--- src/rtl/pwm_pkg.sv ---
// Shared types and constants for the PWM output stage: FSM states,
// function-select encodings and the default counter width.
package pwm_pkg;

    localparam int CNT_W_DEFAULT = 16;

    localparam logic [1:0] FN_LEFT      = 2'b00;
    localparam logic [1:0] FN_RIGHT     = 2'b01;
    localparam int         FN_RANGE_BIT = 1;

    typedef enum logic [1:0] {
        ST_IDLE  = 2'b00,
        ST_RUN   = 2'b01,
        ST_DRAIN = 2'b10
    } pwm_state_e;

endpackage

--- src/rtl/pwm_compare.sv ---
// Combinational compare stage: turns the current count and the active
// compare set into the raw PWM level.
module pwm_compare
    import pwm_pkg::*;
#(
    parameter int CNT_W = CNT_W_DEFAULT
) (
    input  logic [CNT_W-1:0] count_val_i,
    input  logic [CNT_W-1:0] cmp1_i,
    input  logic [CNT_W-1:0] cmp2_i,
    input  logic [CNT_W-1:0] per_i,
    input  logic [1:0]       func_i,
    output logic             level_o
);

    logic cmp1_beyond;

    // A first compare past the period pins left/right modes to a constant level,
    // even if the counter momentarily runs past the shadowed period.
    always_comb begin
        cmp1_beyond = (cmp1_i > per_i);
        level_o     = 1'b0;
        if (func_i[FN_RANGE_BIT]) begin
            level_o = (count_val_i >= cmp1_i) && (count_val_i < cmp2_i);
        end else if (func_i == FN_RIGHT) begin
            level_o = (count_val_i >= cmp1_i) && !cmp1_beyond;
        end else begin
            level_o = (count_val_i < cmp1_i) || cmp1_beyond;
        end
    end

endmodule

--- src/rtl/pwm_output_gen.sv ---
// PWM output stage: detects period boundaries on the incoming count, holds
// double-buffered compare settings and drives a registered pwm_out.
module pwm_output_gen
    import pwm_pkg::*;
#(
    parameter int CNT_W = CNT_W_DEFAULT
) (
    input  logic             clk,
    input  logic             rst_n,
    input  logic             pwm_en,
    input  logic [CNT_W-1:0] count_val,
    input  logic             upnotdown,
    input  logic             count_reset,
    input  logic [CNT_W-1:0] period,
    input  logic [CNT_W-1:0] compare1,
    input  logic [CNT_W-1:0] compare2,
    input  logic [1:0]       functions,
    output logic             pwm_out,
    output logic             period_done,
    output logic             busy
);

    pwm_state_e       state_q, state_d;
    logic [CNT_W-1:0] cnt_q;
    logic [CNT_W-1:0] cmp1_s_q, cmp1_s_d;
    logic [CNT_W-1:0] cmp2_s_q, cmp2_s_d;
    logic [CNT_W-1:0] per_s_q, per_s_d;
    logic [1:0]       func_s_q, func_s_d;
    logic             pwm_out_q, period_done_q, busy_q;
    logic             wrap, boundary, load_shadow, raw_level;

    always_comb begin
        wrap     = (count_val != cnt_q) &&
                   (upnotdown ? (count_val < cnt_q) : (count_val > cnt_q));
        boundary = wrap | count_reset;
    end

    // Shadows reload only when a new period starts under RUN, or on enabling from IDLE.
    always_comb begin
        state_d     = state_q;
        load_shadow = 1'b0;
        case (state_q)
            ST_IDLE: begin
                if (pwm_en) begin
                    state_d     = ST_RUN;
                    load_shadow = 1'b1;
                end
            end
            ST_RUN: begin
                load_shadow = boundary;
                if (!pwm_en) state_d = ST_DRAIN;
            end
            ST_DRAIN: begin
                if (pwm_en)        state_d = ST_RUN;
                else if (boundary) state_d = ST_IDLE;
            end
            default: state_d = ST_IDLE;
        endcase
    end

    // The compare sees freshly loaded values so a new period applies from its first count.
    always_comb begin
        cmp1_s_d = load_shadow ? compare1  : cmp1_s_q;
        cmp2_s_d = load_shadow ? compare2  : cmp2_s_q;
        per_s_d  = load_shadow ? period    : per_s_q;
        func_s_d = load_shadow ? functions : func_s_q;
    end

    pwm_compare #(
        .CNT_W(CNT_W)
    ) u_compare (
        .count_val_i(count_val),
        .cmp1_i     (cmp1_s_d),
        .cmp2_i     (cmp2_s_d),
        .per_i      (per_s_d),
        .func_i     (func_s_d),
        .level_o    (raw_level)
    );

    always_ff @(posedge clk or negedge rst_n) begin
        if (!rst_n) begin
            state_q       <= ST_IDLE;
            cnt_q         <= '0;
            cmp1_s_q      <= '0;
            cmp2_s_q      <= '0;
            per_s_q       <= '0;
            func_s_q      <= '0;
            pwm_out_q     <= 1'b0;
            period_done_q <= 1'b0;
            busy_q        <= 1'b0;
        end else begin
            state_q       <= state_d;
            cnt_q         <= count_val;
            cmp1_s_q      <= cmp1_s_d;
            cmp2_s_q      <= cmp2_s_d;
            per_s_q       <= per_s_d;
            func_s_q      <= func_s_d;
            pwm_out_q     <= (state_d != ST_IDLE) && raw_level;
            period_done_q <= boundary && (state_q != ST_IDLE);
            busy_q        <= (state_d != ST_IDLE);
        end
    end

    assign pwm_out     = pwm_out_q;
    assign period_done = period_done_q;
    assign busy        = busy_q;

endmodule

--- config.mk ---
export PLATFORM = sky130hd
export DESIGN_NAME = pwm_output_gen
export DESIGN_NICKNAME = d
export VERILOG_FILES = /design/src/rtl/pwm_pkg.sv /design/src/rtl/pwm_compare.sv /design/src/rtl/pwm_output_gen.sv
export SDC_FILE = /design/constraint.sdc
export NUM_CORES = 1
export LEC_CHECK = 0
export ABC_AREA = 0
export CORE_ASPECT_RATIO = 2
export CORE_UTILIZATION = 53
export DETAILED_ROUTE_END_ITERATION = 16
export PLACE_DENSITY = 0.86
export SKIP_LAST_GASP = 1
export SLEW_MARGIN = 10
export SYNTH_ARGS = -nofsm -noshare
export SYNTH_HDL_FRONTEND = slang
export SYNTH_HIERARCHICAL = 1
export SYNTH_SLANG_ARGS = --single-unit
--- constraint.sdc ---
create_clock -name clk -period 5.64 [get_ports clk]
set_input_delay 1.128 -clock clk [delete_from_list [all_inputs] [get_ports clk]]
set_output_delay 1.128 -clock clk [all_outputs]
set_load 0.05 [all_outputs]
* After elaboration in Yosys (flattened, before gate mapping)
Cells that the tools add are included.
** Storage, ports and cells
- Flip-flop bits (word level) :: 71
- Input bits :: 71
- Output and inout port bits :: 3
** Cells by class
- Magnitude comparators :: 6
- Equal/unequal tests :: 4
- Muxes and demuxes :: 14
- Bitwise logic cells :: 1
- Reduce and logical (&&, ||, !) cells :: 10
** Operators with widths (count)
- 16-bit less-than comparator :: 3
- 16-bit two-way mux :: 3
- 16-bit > comparator :: 2
- 16-bit greater-or-equal comparator :: 1
- 16-bit inequality test :: 1
- 2-bit two-way mux :: 5
- 2-bit one-hot mux with 3 select lines :: 1
- 1-bit logical AND :: 5
- 2-bit by 1-bit equality test with 1-bit output (second input constant) :: 2
- 1-bit two-way mux :: 4
- 2-bit nonzero test :: 2
- 2-bit equality test (second input constant) :: 1
- 2-bit logical NOT :: 1
- 1-bit one-hot mux with 2 select lines :: 1
- 1-bit logical NOT :: 1
- 1-bit logical OR :: 1
- 1-bit bitwise OR :: 1

* Longest topological paths before layout
Gate-level depths: netlist (run 1).
- Depth in word-level cells :: 12
- Depth in mapped cells :: 20
- Depth with buffers taken out :: 19

* Hierarchy
The synthesis (run 1) kept the hierarchy.
** By module, submodules not included
- pwm_output_gen :: instances 1, cells an instance 208, area each 3166.8 um^2, sequential area each 1776.7 um^2
- pwm_compare :: instances 1, cells an instance 172, area each 1226.2 um^2, sequential area each 0.0 um^2

* Worst setup path before layout (run 1)
OpenSTA, ideal clock, no wires.
- Kind :: input to register
- Start :: input port count_val[11]
- End :: register pwm_out_q, in the netlist pwm_out
- Library setup time :: 83 ps
- Arrival time :: 5137 ps
- Required time :: 5557 ps
- Setup slack :: 420 ps
- Stages on the path :: 18
- Path buffers :: 1
- Cells stage by stage :: ha_1 a41oi_2 o21ai_1 a221o_1 o21a_1 o41ai_4 buf_6 mux2_4 inv_1 ha_1 a211oi_2 a211o_1 a311oi_1 or3_1 o22ai_1 o21a_1 or4bb_1 o21ai_0
** On the way
- Elaborated cells between the ends (all ways) :: 27
- Those cells by class :: order compare: 6; eq/ne: 2; mux: 11; bitwise: 1; reduce/logical: 7
** RTL lines
- start: declaration :: RTL line pwm_output_gen.sv:11 : input logic [CNT_W-1:0] count_val,
- 16-bit > comparator / 16-bit less-than comparator (equally long branches) :: RTL line pwm_output_gen.sv:34 : (upnotdown ? (count_val < cnt_q) : (count_val > cnt_q));
- 1-bit two-way mux :: RTL line pwm_output_gen.sv:34
- 1-bit logical AND (*) :: RTL line pwm_output_gen.sv:33 : wrap = (count_val != cnt_q) &&
- 1-bit bitwise OR (*) :: RTL line pwm_output_gen.sv:35 : boundary = wrap | count_reset;
- 1-bit one-hot mux with 2 select lines (*) :: RTL line pwm_output_gen.sv:42 : case (state_q)
- 16-bit two-way mux (*) :: RTL line pwm_output_gen.sv:64 : cmp2_s_d = load_shadow ? compare2 : cmp2_s_q;
- named net cmp2_s_d[2] :: RTL line pwm_output_gen.sv:26 : logic [CNT_W-1:0] cmp2_s_q, cmp2_s_d;
- 16-bit less-than comparator (*) :: RTL line pwm_compare.sv:24 : level_o = (count_val_i >= cmp1_i) && (count_val_i < cmp2_i);
- 1-bit logical AND (*) :: RTL line pwm_compare.sv:24
- 1-bit two-way mux (*) :: RTL line pwm_compare.sv:23 : if (func_i[FN_RANGE_BIT]) begin
- named net raw_level :: RTL line pwm_output_gen.sv:30 : logic wrap, boundary, load_shadow, raw_level;
- 1-bit logical AND (*) :: RTL line pwm_output_gen.sv:98 : pwm_out_q <= (state_d != ST_IDLE) && raw_level;
- end signal: assignment :: RTL line pwm_output_gen.sv:98
- end: declaration :: RTL line pwm_output_gen.sv:29 : logic pwm_out_q, period_done_q, busy_q;
The timed path passes the listed nets; every way through them passes the cells marked *.

* Worst setup path in the final report (run 1)
- Start :: input port count_val[13]
- End :: register pwm_out_q, in the netlist pwm_out
** On the way
- Word-level cells in the longest chain between the ends :: 12
- Elaborated cells between the ends (all ways) :: 27
- Those cells by class :: order compare: 6; eq/ne: 2; mux: 11; bitwise: 1; reduce/logical: 7
** RTL lines
- 16-bit > comparator / 16-bit less-than comparator (equally long branches) :: RTL line pwm_output_gen.sv:34
- 1-bit two-way mux :: RTL line pwm_output_gen.sv:34
- 1-bit logical AND (*) :: RTL line pwm_output_gen.sv:33
- 1-bit bitwise OR (*) :: RTL line pwm_output_gen.sv:35
- 1-bit one-hot mux with 2 select lines (*) :: RTL line pwm_output_gen.sv:42
- 16-bit two-way mux (*) :: RTL line pwm_output_gen.sv:63 : cmp1_s_d = load_shadow ? compare1 : cmp1_s_q;
- named net cmp1_s_d[10] :: RTL line pwm_output_gen.sv:25 : logic [CNT_W-1:0] cmp1_s_q, cmp1_s_d;
- 16-bit > comparator :: RTL line pwm_compare.sv:21 : cmp1_beyond = (cmp1_i > per_i);
- 1-bit logical NOT :: RTL line pwm_compare.sv:26 : level_o = (count_val_i >= cmp1_i) && !cmp1_beyond;
- 1-bit logical AND :: RTL line pwm_compare.sv:26
- 1-bit two-way mux :: RTL line pwm_compare.sv:25 : end else if (func_i == FN_RIGHT) begin
- 1-bit two-way mux (*) :: RTL line pwm_compare.sv:23
- named net raw_level :: RTL line pwm_output_gen.sv:30
- 1-bit logical AND (*) :: RTL line pwm_output_gen.sv:98
Marks and branches as above.

==> results of run 1 <==
[repair_timing]
action                                  in CTS  in global routing
hold buffers                                 0                  0
gates resized for setup                      0                 17
hold endpoints to repair                     0                  0
endpoints found under the setup margin       0                  1
setup buffers                                0                  1
[cell type report]
type / count / area share [%]
clock buffers: 11 / 4.11
well taps: 96 / 2.03
multi-input cells: 239 / 40.3
repair buffers: 121 / 19.2
inverters: 65 / 4.13
clock inverters: 2 / 0.169
flip-flops and latches: 71 / 30.1
[state kept, by name (all words and copies together), names as in the netlist]
register	count
cnt_q	16
busy	1
cmp1_s_q	16
pwm_out	1
func_s_q	2
cmp2_s_q	16
period_done	1
state_q	2
per_s_q	16
[critical path, stage by stage]
cell             delay [ns]
clkdlybuf4s50_1        0.50
ha_4                   0.31
nand4_1                0.18
nor3_2                 0.24
buf_4                  0.13
o31a_1                 0.20
nor3_2                 0.08
o41ai_4                0.30
buf_6                  0.18
buf_12                 0.15
buf_4                  0.13
mux2_4                 0.31
ha_1                   0.30
nand4_1                0.25
nor4_2                 0.45
a21oi_2                0.08
nor3_2                 0.16
o21a_1                 0.16
or4bb_1                0.49
o21ai_0                0.15
[power breakdown]
group / internal, W / leakage [nW] / total [W] / switching (W)
Combinational: 0.000361 / 2.03 / 0.000696 / 0.000335
Clock: 0.000300 / 0.127 / 0.000498 / 0.000198
Sequential: 0.000592 / 0.831 / 0.000623 / 0.0000315
Total: 0.00125 / 2.99 / 0.00182 / 0.000565
[metal layers]
metal  up-vias  track usage [%]  part of all wire [%]
met5         -                0                     0
met4         0             19.1                   6.8
met3        54             6.42                   4.0
met2       143             49.0                    55
met1      1676             26.2                    34
li1       1585                -                     -
[logic make-up after synthesis]
family,count (synthesis)
fa+ha+maj,63
flops,71
compound gates,62
mux,50
buf+inv,70
simple gates,64
[synth_stat cells, drive strengths merged, types with 2 or more instances]
| cell type | instances | area [um^2] |
|---|---|---|
| nand2 | 11 | 41.3 |
| ha | 63 | 788 |
| nand4 | 13 | 81.3 |
| o21ai | 12 | 60.1 |
| o41ai | 2 | 36.3 |
| nand2b | 5 | 31.3 |
| buf | 5 | 56.3 |
| a21o | 3 | 22.5 |
| nor3 | 3 | 15.0 |
| inv | 65 | 244 |
| a21boi | 2 | 15.0 |
| nor4 | 3 | 18.8 |
| nand3b | 3 | 26.3 |
| nand3 | 8 | 40.0 |
| mux2 | 50 | 751 |
| a211oi | 2 | 20.0 |
| a21oi | 26 | 134 |
| o21a | 5 | 37.5 |
| nor2 | 8 | 30.0 |
| dfrtp | 71 | 1780 |
| nor2b | 5 | 31.3 |
[final timing paths]
check / slack, ns / to / startpoint / cells after the start
hold / removal: 0.49 / cmp2_s_q[1]$_DFF_PN0_ / cmp2_s_q[1]$_DFF_PN0_ / 1
min in group asynchronous: 0.99 / per_s_q[2]$_DFF_PN0_ / rst_n / 2
max in group asynchronous: 4.03 / cmp1_s_q[8]$_DFF_PN0_ / rst_n / 2
setup / recovery: -0.02 / pwm_out$_DFF_PN0_ / count_val[13] / 20
hold reg to reg: 0.49 / cmp2_s_q[1]$_DFF_PN0_ / cmp2_s_q[1]$_DFF_PN0_ / 1
setup reg to reg: 0.92 / pwm_out$_DFF_PN0_ / cnt_q[13]$_DFF_PN0_ / 20
[per-stage QoR]
step | setup slack, ns | total power [W] | area [um^2] | TNS [ns]
2_1_floorplan | 0.420 | 0.00103 | 4390 | 0
3_3_place_gp | -0.188 | 0.00123 | 5540 | -0.188
3_5_place_dp | -0.290 | 0.00126 | 5540 | -0.290
4_1_cts | 0.00266 | 0.00177 | 5790 | 0
5_1_grt | -0.113 | 0.00191 | 5910 | -0.113
6_report | -0.0181 | 0.00182 | 5910 | -0.0181
==> flow_summary_export.csv, run 1 <==
group,metric,value,unit
min_path,hold_class,"register to register",
die,core-area,0.00800,mm^2
clock_tree,cts_buffers,9,
clock_tree,cts_sinks,71,
logic_synthesis,synth-seq-cells,71,
timing,setup_viol,1,
clock_tree,cts_root_buf,"clkbuf_16",
timing,hold_ws,0.491,ns
run_status,outcome,"complete, but fails checks",
placed_design,gp_congestion,0.901,
logic_synthesis,yosys_warnings,6,
grt,grt_pass1_vias,3754,
timing,final-hold-violation-count,0,
logic_synthesis,synth_edf_count,0,
placed_design,dp_hpwl,8.12,mm
grt,grt_pass1_wl,17.2,mm
clock_tree,clock_latency,0.33,ns
die,dieArea,0.00868,mm^2
run,max_cap_viol_count,0,
logic_synthesis,ys_types,41,
finish,fin_util,73.9,%
finish,drive_gt1_share,25.3,%
finish,final_nets,641,
die,die_w,66.4,um
logic_synthesis,syn_avg_cell_area,11.6,um^2
clock_tree,cts_tree,"yes",
timing,worst_clock_skew,0.00892,ns
logic_synthesis,synth-xor-area-share,0,%
critical_path,arrival,5.91,ns
clock_tree,cts.reportedPaths.clkPinSlew,0.05,ns
finish,multi_input_area,0.00238,mm^2
critical_path,worstSetupStartpointType,"input port",
grt,grt_max_degree,72,
critical_path,cp.required,5.89,ns
logic_synthesis,seq_area_frac_synth,40.4,%
timing,slew_violations,0,
routing,wl_per_cell,19.3,um
grt,grt_usage,27.2,%
routing,ant_nets,0,
finish,diodes,0,
timing,fmax,177,MHz
die,num_rows,46,
logic_synthesis,synth-main-ff-cell,"dfrtp_1",
clock_tree,cts_htree_levels,3,
clock_tree,cts_buffer_depth,2,
timing,setup_slack,-0.0181,ns
routing,first_pass_iters,7,
pwr,p_leak,2.99,nW
finish,mostFrequentLayoutCells,"dfrtp_1 (71), clkdlybuf4s50_1 (71), inv_1 (65), ha_1 (61), mux2_4 (50)",
placed_design,port_buffers,73,
grt,antenna_found_initial,0,
timing,slew_headroom,40.1,%
logic_synthesis,synth_simple_gate_area_share,8.12,%
critical_path,critical_path_class,"input port to register",
critical_path,crit_path_max_fanout,12,
timing,worstMarginPinSlew,0.899,ns
routing,routed_wl,11.7,mm
die,start_util,54.9,%
routing,vias,3458,
finish,area_delta_synth_final,34.5,%
pwr,ir_drop,0.000218,V
timing,fin_crit,5.66,ns
finish,seq_area,0.00178,mm^2
critical_path,end_kind,"register",
logic_synthesis,synth.mux.area_fraction,17.1,%
finish,nFillCells,494,
timing,fin_crit_sh,100,%
logic_synthesis,synth_top_family_by_area,"adder cells",
logic_synthesis,async_flop_share,100,%
die,dieHeight,131,um
logic_synthesis,synth_compound_area_share,9.57,%
logic_synthesis,syn-num-nets,514,
die,io_pins,74,
grt,gr-total-overflow,0,
placed_design,dp.cells,590,
finish,fin_cells,605,
routing,drt_iter0_drc,192,
run_status,violations,"negative setup slack",
pwr,p_per_area,308,mW/mm^2
routing,drc,0,
logic_synthesis,synth_area,0.00439,mm^2
routing,viasPerCell,5.72,
logic_synthesis,synthCells,380,
logic_synthesis,synthAdderAreaFrac,17.9,%
Power figures use the tool's default switching activity.
==> run 2: changes to the inputs <==
Settings changed: CAP_MARGIN set to 40, GPL_ROUTABILITY_DRIVEN set to 0, SLEW_MARGIN 10 to 15.
==> run 2 against run 1 <==
Effect of this change: the flow still finishes with violations (negative setup slack); worst hold slack about the same; sequential power is essentially flat; register-to-register slack got worse by 0.29 ns; setup slack worse by 0.016 ns; critical endpoint unchanged; largest power group unchanged.
==> flow_summary_export.csv, run 2 (synthesized netlist as in run 1, its figures left out) <==
group,metric,value,unit
critical_path,arrival,5.93,ns
grt,gr-total-overflow,0,
clock_tree,cts_sinks,71,
placed_design,dp_hpwl,8.23,mm
routing,viasPerCell,5.82,
routing,ant_nets,0,
finish,layout_commonest_cell,"dfrtp_1",
critical_path,critPathLaunch,"count_val[3]",
critical_path,crit_path_max_fanout,12,
grt,grt_pass1_wl,17.8,mm
timing,final-hold-violation-count,0,
die,dieArea,0.00868,mm^2
finish,drive_gt1_share,27.5,%
timing,worstMarginPinSlew,0.500,ns
clock_tree,cts.reportedPaths.clkPinSlew,0.06,ns
timing,fin_crit,5.67,ns
routing,wl_per_cell,20.6,um
die,num_rows,46,
grt,grt_pass1_vias,3779,
routing,vias,3538,
timing,fin_crit_sh,101,%
critical_path,endpoint,"pwm_out$_DFF_PN0_",
critical_path,cp.required,5.89,ns
pwr,ir_drop,0.000199,V
finish,mostFrequentLayoutCells,"dfrtp_1 (71), inv_1 (65), clkdlybuf4s50_1 (58), ha_1 (54), mux2_4 (50)",
min_path,hold_start,"cmp2_s_q[1]$_DFF_PN0_",
pwr,power.share.sequential,32.8,%
placed_design,port_buffers,73,
pwr,netSwitchingFraction,30.7,%
grt,antenna_found_initial,0,
clock_tree,cts_root_buf,"clkbuf_16",
routing,drc,0,
critical_path,timing.rr.start,"cnt_q[15]$_DFF_PN0_",
critical_path,reg2regPathDepth,22,
clock_tree,cts_tree,"yes",
die,core-area,0.00800,mm^2
timing,setup_viol,1,
clock_tree,clock_latency,0.34,ns
pwr,switchingPower,0.000581,W
clock_tree,cts_buffer_depth,2,
pwr,power.clock.fraction,29.3,%
critical_path,critical_path_class,"input port to register",
pwr,p_per_area,310,mW/mm^2
die,dieHeight,131,um
timing,slew_violations,0,
run,max_cap_viol_count,0,
timing,worst_clock_skew,0.00607,ns
critical_path,end_kind,"register",
routing,drt_iter0_drc,267,
clock_tree,cts_htree_levels,3,
clock_tree,holdBufCountCts,0,
pwr,p_leak,3.13,nW
finish,nFillCells,432,
run_status,violations,"negative setup slack",
timing,fmax,176,MHz
routing,first_pass_iters,5,
die,io_pins,74,
grt,grt_usage,28.5,%
routing,routed_wl,12.5,mm
finish,area_delta_synth_final,38.8,%
critical_path,worstSetupStartpointType,"input port",
timing,setup_slack,-0.0339,ns
pwr,combinationalPowerShare,37.8,%
run_status,outcome,"complete, but fails checks",
grt,grt_max_degree,55,
finish,diodes,0,
min_path,hold_class,"register to register",
clock_tree,cts_buffers,9,
die,die_w,66.4,um
pwr,internal-power,0.00131,W
timing,hold_ws,0.492,ns
die,start_util,54.9,%
placed_design,dp.cells,591,
timing,slew_headroom,66.6,%
finish,fin_cells,608,
finish,final_nets,643,
critical_path,reg2reg_to,"pwm_out$_DFF_PN0_",
critical_path,rrSetupSlack,0.63,ns
[run 2: cell count changes in the layout (fill, tap and decap cells not counted), sizes merged, moves of 2 or more]
cell | before | now
dlymetal6s2s | 1 | 14
clkdlybuf4s50 | 71 | 58
buf | 48 | 50
clkinv | 2 | 0
[run 2: power groups by stage]
| stage | clock network, W | logic [W] | registers [W] |
|---|---|---|---|
| after global routing | 0.000583 | 0.000771 | 0.000629 |
| after detailed placement | 0 | 0.000637 | 0.000629 |
| after global placement | 0 | 0.000603 | 0.000624 |
| final | 0.000555 | 0.000716 | 0.000621 |
| after floorplan | 0 | 0.000403 | 0.000631 |
| after CTS | 0.000558 | 0.000665 | 0.000620 |
[run 2: metrics by stage]
| step | util (%) | power, W | setup TNS [ns] | instance area, um^2 | setup slack (ns) |
|---|---|---|---|---|---|
| floorplan | - | 0.00103 | 0 | 4390 | 0.420 |
| global route | 76.2 | 0.00198 | -0.228 | 6100 | -0.228 |
| global placement | 69.3 | 0.00123 | -0.188 | 5540 | -0.188 |
| finish | 76.2 | 0.00189 | -0.0339 | 6100 | -0.0339 |
| detailed placement | 69.6 | 0.00127 | -0.279 | 5570 | -0.279 |
| CTS | 73.8 | 0.00184 | 0 | 5900 | 0.00148 |
[run 2: final cells by class]
class	instances	area, um^2	share of cell area [%]
clock buffer	13	250	4.10
clock inverter	1	30.0	0.493
inverter	65	244	4.00
multi-input combinational	239	2480	40.7
sequential	71	1780	29.1
tap	96	120	1.97
timing repair buffer	123	1200	19.6
[run 2: worst min-delay path by stage]
stage / end / slack, ns / cells past startpoint
6_report: cmp2_s_q[1]$_DFF_PN0_ / 0.49 / 1
5_1_grt: cmp2_s_q[3]$_DFF_PN0_ / 0.50 / 1
4_1_cts: cmp2_s_q[1]$_DFF_PN0_ / 0.49 / 1
3_5_place_dp: cmp2_s_q[5]$_DFF_PN0_ / 0.48 / 1
3_3_place_gp: per_s_q[9]$_DFF_PN0_ / 0.48 / 1
2_1_floorplan: cmp2_s_q[10]$_DFF_PN0_ / 0.47 / 1
[run 2: critical path: stages]
cell	delay [ns]
clkdlybuf4s50_1	0.45
ha_1	0.34
and2b_2	0.23
o31a_1	0.30
o21a_1	0.22
o41ai_4	0.23
buf_4	0.16
bufbuf_16	0.28
mux2_4	0.32
inv_1	0.06
ha_1	0.24
nor2b_1	0.15
o211ai_1	0.22
a21oi_2	0.10
o31ai_2	0.31
a21oi_2	0.15
nor3_2	0.22
o21a_1	0.15
or4bb_1	0.45
o21ai_2	0.21
[run 2: repair_timing]
| action | 4_1_cts | 5_1_grt |
|---|---|---|
| endpoints found under the setup margin | 1 | 1 |
| pin swaps | 1 | 19 |
| cloned | 1 | 0 |
| gates resized for setup | 2 | 37 |
| hold endpoints to repair | 0 | 0 |
| setup buffers | 2 | 0 |
[run 2: layer usage]
metal | track usage [%] | wire length, um
met5 | 0 | 0
met4 | 25.4 | 951
met3 | 4.43 | 566
met2 | 50.6 | 6720
met1 | 27.3 | 4260
